## config.mk

```make
export PLATFORM = sky130hd
export DESIGN_NAME = rast_tri_queue
export DESIGN_NICKNAME = d
export VERILOG_FILES = /design/src/rtl/rast_tri_queue_pkg.sv /design/src/rtl/rast_tri_queue_mem.sv /design/src/rtl/rast_tri_queue.sv
export SDC_FILE = /design/constraint.sdc
export NUM_CORES = 2
export LEC_CHECK = 0
export CORE_ASPECT_RATIO = 1.25
export CORE_MARGIN = 2
export CORE_UTILIZATION = 55
export DETAILED_ROUTE_END_ITERATION = 7
export GPL_ROUTABILITY_DRIVEN = 0
export PLACE_DENSITY_LB_ADDON = 0.08
export SYNTH_ARGS = -nofsm -noshare
export SYNTH_HDL_FRONTEND = slang
export SYNTH_SLANG_ARGS = --single-unit
```

## constraint.sdc

```tcl
create_clock -name clk -period 10.2 [get_ports clk]
set_clock_uncertainty 0.2 [all_clocks]
set_input_delay 1.02 -clock clk [delete_from_list [all_inputs] [get_ports clk]]
set_output_delay 1.02 -clock clk [all_outputs]
set_load 0.005 [all_outputs]
```

## src/rtl/rast_tri_queue_pkg.sv

```systemverilog
// Shared rast parameters, payload types and helpers for the triangle input queue.
package rast_params;

    localparam int unsigned SIGFIG = 24;
    localparam int unsigned VERTS  = 3;
    localparam int unsigned AXIS   = 3;
    localparam int unsigned COLORS = 3;
    localparam int unsigned QDEPTH = 4;

    typedef logic signed [VERTS-1:0][AXIS-1:0][SIGFIG-1:0] tri_t;
    typedef logic [COLORS-1:0][SIGFIG-1:0]                 color_t;

    // Source of the next head-register contents.
    typedef enum logic [1:0] {
        HEAD_HOLD,
        HEAD_MEM,
        HEAD_IN,
        HEAD_CLR
    } head_sel_e;

    function automatic logic [31:0] sat_inc(input logic [31:0] v);
        return (v == '1) ? v : v + 32'd1;
    endfunction

endpackage

```

## src/rtl/rast_tri_queue_mem.sv

```systemverilog
// Register-file storage for the triangle queue: one write port, one asynchronous read port.
module rast_tri_queue_mem #(
    parameter int unsigned W     = 288,
    parameter int unsigned DEPTH = 4,
    parameter int unsigned AW    = $clog2(DEPTH)
) (
    input  logic          clk,
    input  logic          we,
    input  logic [AW-1:0] waddr,
    input  logic [W-1:0]  wdata,
    input  logic [AW-1:0] raddr,
    output logic [W-1:0]  rdata
);

    logic [W-1:0] mem [DEPTH];

    always_ff @(posedge clk) begin
        if (we) begin
            mem[waddr] <= wdata;
        end
    end

    assign rdata = mem[raddr];

endmodule

```

## src/rtl/rast_tri_queue.sv

```systemverilog
// DEPTH-entry first-word-fall-through triangle queue feeding rast R10 inputs.
// Optional statistics counters enabled by macro RAST_TRI_QUEUE_STATS_EN.
module rast_tri_queue #(
    parameter int unsigned SIGFIG = rast_params::SIGFIG,
    parameter int unsigned VERTS  = rast_params::VERTS,
    parameter int unsigned AXIS   = rast_params::AXIS,
    parameter int unsigned COLORS = rast_params::COLORS,
    parameter int unsigned DEPTH  = rast_params::QDEPTH
) (
    input  logic                                           clk,
    input  logic                                           rst,
    input  logic signed [VERTS-1:0][AXIS-1:0][SIGFIG-1:0]  in_tri_S,
    input  logic [COLORS-1:0][SIGFIG-1:0]                  in_color_U,
    input  logic                                           in_valid_H,
    output logic                                           in_ready_H,
    input  logic                                           flush_H,
    output logic signed [VERTS-1:0][AXIS-1:0][SIGFIG-1:0]  tri_R10S,
    output logic [COLORS-1:0][SIGFIG-1:0]                  color_R10U,
    output logic                                           validTri_R10H,
    input  logic                                           halt_RnnnnL,
    output logic [$clog2(DEPTH+1)-1:0]                     count_U
`ifdef RAST_TRI_QUEUE_STATS_EN
    ,
    output logic [31:0]                                    stat_push_U,
    output logic [31:0]                                    stat_pop_U,
    output logic [31:0]                                    stat_stall_U
`endif
);

    import rast_params::*;

    localparam int unsigned CW = $clog2(DEPTH+1);
    localparam int unsigned AW = $clog2(DEPTH);
    localparam int unsigned TW = SIGFIG*VERTS*AXIS;
    localparam int unsigned KW = SIGFIG*COLORS;
    localparam int unsigned W  = TW + KW;
    localparam logic [CW-1:0] FULL = CW'(DEPTH);

    logic [AW-1:0] wr_ptr, rd_ptr, rd_next;
    logic [W-1:0]  rd_word;
    logic          live, push, pop;
    head_sel_e     head_sel;

    // live keeps ready low while reset is asserted even though count is 0.
    assign in_ready_H = live && (count_U < FULL) && !flush_H;
    assign push       = in_valid_H && in_ready_H;
    assign pop        = validTri_R10H && halt_RnnnnL;
    assign rd_next    = rd_ptr + AW'(1);

    rast_tri_queue_mem #(
        .W     (W),
        .DEPTH (DEPTH),
        .AW    (AW)
    ) u_mem (
        .clk   (clk),
        .we    (push),
        .waddr (wr_ptr),
        .wdata ({in_tri_S, in_color_U}),
        .raddr (rd_next),
        .rdata (rd_word)
    );

    // Storage holds every entry including the head; the head register mirrors
    // mem[rd_ptr], so on a pop the successor is either already stored or is
    // the triangle being pushed on the same edge.
    always_comb begin
        head_sel = HEAD_HOLD;
        if (pop) begin
            if (count_U > CW'(1))
                head_sel = HEAD_MEM;
            else if (push)
                head_sel = HEAD_IN;
            else
                head_sel = HEAD_CLR;
        end else if (!validTri_R10H && push) begin
            head_sel = HEAD_IN;
        end
    end

    always_ff @(posedge clk or negedge rst) begin
        if (!rst) begin
            live          <= 1'b0;
            count_U       <= '0;
            wr_ptr        <= '0;
            rd_ptr        <= '0;
            validTri_R10H <= 1'b0;
            tri_R10S      <= '0;
            color_R10U    <= '0;
        end else begin
            live <= 1'b1;
            if (flush_H) begin
                count_U       <= '0;
                wr_ptr        <= '0;
                rd_ptr        <= '0;
                validTri_R10H <= 1'b0;
            end else begin
                if (push) wr_ptr <= wr_ptr + AW'(1);
                if (pop)  rd_ptr <= rd_next;
                case ({push, pop})
                    2'b10:   count_U <= count_U + CW'(1);
                    2'b01:   count_U <= count_U - CW'(1);
                    default: ;
                endcase
                case (head_sel)
                    HEAD_MEM: begin
                        tri_R10S      <= rd_word[W-1:KW];
                        color_R10U    <= rd_word[KW-1:0];
                        validTri_R10H <= 1'b1;
                    end
                    HEAD_IN: begin
                        tri_R10S      <= in_tri_S;
                        color_R10U    <= in_color_U;
                        validTri_R10H <= 1'b1;
                    end
                    HEAD_CLR: validTri_R10H <= 1'b0;
                    default:  ;
                endcase
            end
        end
    end

`ifdef RAST_TRI_QUEUE_STATS_EN
    always_ff @(posedge clk or negedge rst) begin
        if (!rst) begin
            stat_push_U  <= '0;
            stat_pop_U   <= '0;
            stat_stall_U <= '0;
        end else if (flush_H) begin
            stat_push_U  <= '0;
            stat_pop_U   <= '0;
            stat_stall_U <= '0;
        end else begin
            if (push) stat_push_U <= sat_inc(stat_push_U);
            if (pop)  stat_pop_U  <= sat_inc(stat_pop_U);
            if (validTri_R10H && !halt_RnnnnL) stat_stall_U <= sat_inc(stat_stall_U);
        end
    end
`endif

endmodule

```

==> out/qor.yml <==
outcome: "completed"
die_h_um: 358
critPathCaptureType: "register"
synth_common_cells: "edfxtp_1 (1152), dfrtp_1 (297), nor2_1 (293)"
synth_top_area_cell: "edfxtp_1"
setup_viol: 0
cts-htree-levels: 4
cts_resized: 0
rrSetupSlack_ns: 6.00
required_ns: 10.66
ff2ff_path_depth: 9
rr_startpoint: "count_U[2]"
cts_buffers: 140
via_count: 28400
synth-edff-count: 1152
port_buffers: 585
die_area_sq_um: 103000
ctsRootBufferMaster: "clkbuf_16"
antenna_left: 0
cts_num_sinks: 1449
max_slew_margin_pct: 18.6
ys_warn_count: 0
postSynthAreaPerCell_sq_um: 19.6
start_util_pct: 55.6
drive_above_1_share_pct: 15.6
power.density_nw_per_um2: 234
period_minus_slack_ns: 4.82
crit_fanout: 193
wl_per_cell_um: 25.7
synth_nets: 3120
synthArstFlopShare_pct: 20.5
synth_top_area_share_pct: 62.7
fin_setup_tns_ns: 0
ios: 586
fin_nets: 3721
clk_pin_slew_ns: 0.06
vdd_ir_drop_max_uv: 175
fmax_mhz: 207
holdBufCountCts: 0
core_area_sq_um: 99300
finalCritPeriodShare_pct: 47.3
clk-insertion-delay-late_ns: 0.75
die_x_um: 287
worstSetupPathType: "primary input to register"
hp-class: "primary input to async pin"
timing.rr.end: "tri_R10S[204]"
hold_violations: 0
rsz0062_at_grt: "false"
grt_max_degree: 194
via_per_inst: 5.83
worstPathArrival_ns: 5.29
p_leak_uw: 0.0220
wirelength_um: 125000
cp-start-kind: "primary input"
grt.total_usage_pct: 24.5
slew_viol_final: 0
antenna_found_initial: 51
synth_area_sq_um: 55200
grt.overflow.total: 0
yosysSeqAreaShare_pct: 76.1
worst_pin_slew_ns: 1.22
synthDistinctLibCells: 36
dr.pass1.iters: 5
rows: 129
grt_pass1_wl_um: 187000
synth-main-ff-cell: "edfxtp_1"
yosys_register_bits: 1449
drv_cap: 0
synthCells: 2818
synthTopCellsByArea: "edfxtp_1 (63%), dfrtp_1 (13%), mux4_2 (12%)"
synth_most_common_cell: "edfxtp_1"
utilization_pct: 67.6
cts_tree: "built"
nFillCells: 6584
clock_path_buffers: 3
areaGrowthSynthToFinish_pct: 21.6
drtIter0Drc: 2147
place_hpwl_um: 73500
post_cts_buffers: 0
drc: 0
grt_pass1_vias: 30000
==> critical path: stages <==
cell and delay [ns]:
clkdlybuf4s50_1 0.68, nor3b_1 0.39, nand2_1 0.17, o22ai_1 0.35, ha_4 0.28, nor2_4 0.55, buf_12 0.61, buf_4 0.70
nor2_1 0.13, a21oi_1 0.15
==> kinds of logic (layout without fill, tap and decap cells) <==
group | count (synthesis) | in the layout | share of synthesized area, %
DFF | 1449 | 1449 | 76.1
muxes | 580 | 580 | 17.0
and+or+nand+nor | 310 | 310 | 2.19
AOI/OAI and AO/OA | 298 | 298 | 2.74
buffers and inverters | 168 | 885 | 1.63
adders and majority gates | 9 | 9 | 0.204
xor gates and xnor gates | 3 | 3 | 0.0476
other | 1 | 33 | 0.00679
==> area by class of cell <==
type / count / area [sq um] / area share (%)
flip-flops and latches: 1449 / 42000 / 62.6
multi-input cells: 1201 / 12300 / 18.3
repair buffers: 622 / 6260 / 9.33
clock buffers: 200 / 4090 / 6.10
well taps: 1310 / 1640 / 2.44
clock inverters: 58 / 679 / 1.01
diodes: 32 / 80.1 / 0.119
inverters: 5 / 18.8 / 0.0280
==> stage by stage <==
step                total power, uW  hold slack, ns  setup slack, ns  area (sq um)  cells
detailed placement            10600           0.316             4.75         62300   4587
floorplan                      8660           0.293             1.10         55200   2818
global route                  16400           0.124             5.22         67100   4872
finish                        15700           0.105             5.38         67100   4877
global placement              10500           0.307             4.88         62300   4587
CTS                           15900          0.0932             5.54         67000   4845
==> per-layer routing <==
metal	global-route usage, %	routed length (um)
met1	32.4	49800
met3	6.52	9360
met4	11.1	4090
met2	38.6	62000
met5	0	240
==> placed cells by master (no fill, tap or decap), drive strengths merged, types with 3 or more instances in the layout <==
| master | n |
|---|---|
| buf | 38 |
| inv | 12 |
| clkbuf | 200 |
| diode | 32 |
| and2 | 4 |
| a21oi | 289 |
| nor2 | 294 |
| nand2 | 3 |
| ha | 9 |
| clkinvlp | 4 |
| dfrtp | 297 |
| mux4 | 288 |
| mux2i | 290 |
| clkdlybuf4s50 | 584 |
| edfxtp | 1152 |
| clkinv | 33 |
| bufinv | 14 |
==> how the worst max path moves through the flow <==
stage	from	to	slack, ns	cells after the start
2_1_floorplan	flush_H	u_mem.mem[0][0]	1.10	4
3_3_place_gp	flush_H	tri_R10S[201]	4.88	10
3_5_place_dp	flush_H	tri_R10S[204]	4.75	10
4_1_cts	flush_H	tri_R10S[170]	5.54	10
5_1_grt	flush_H	tri_R10S[170]	5.22	10
6_report	flush_H	tri_R10S[204]	5.38	10
==> state kept, by name (all words and copies together), names as in the netlist <==
signal and cells:
wr_ptr 2, color_R10U 72, u_mem.mem 1152, rd_ptr 2
validTri_R10H 1, live 1, count_U 3, tri_R10S 216
==> power breakdown <==
part	switching [uW]	leakage [uW]	internal (uW)
Sequential	452	0.0137	7030
Clock	2160	0.00234	3160
Combinational	1310	0.00596	1620
Total	3910	0.0220	11800
Power figures use the tool's default switching activity.
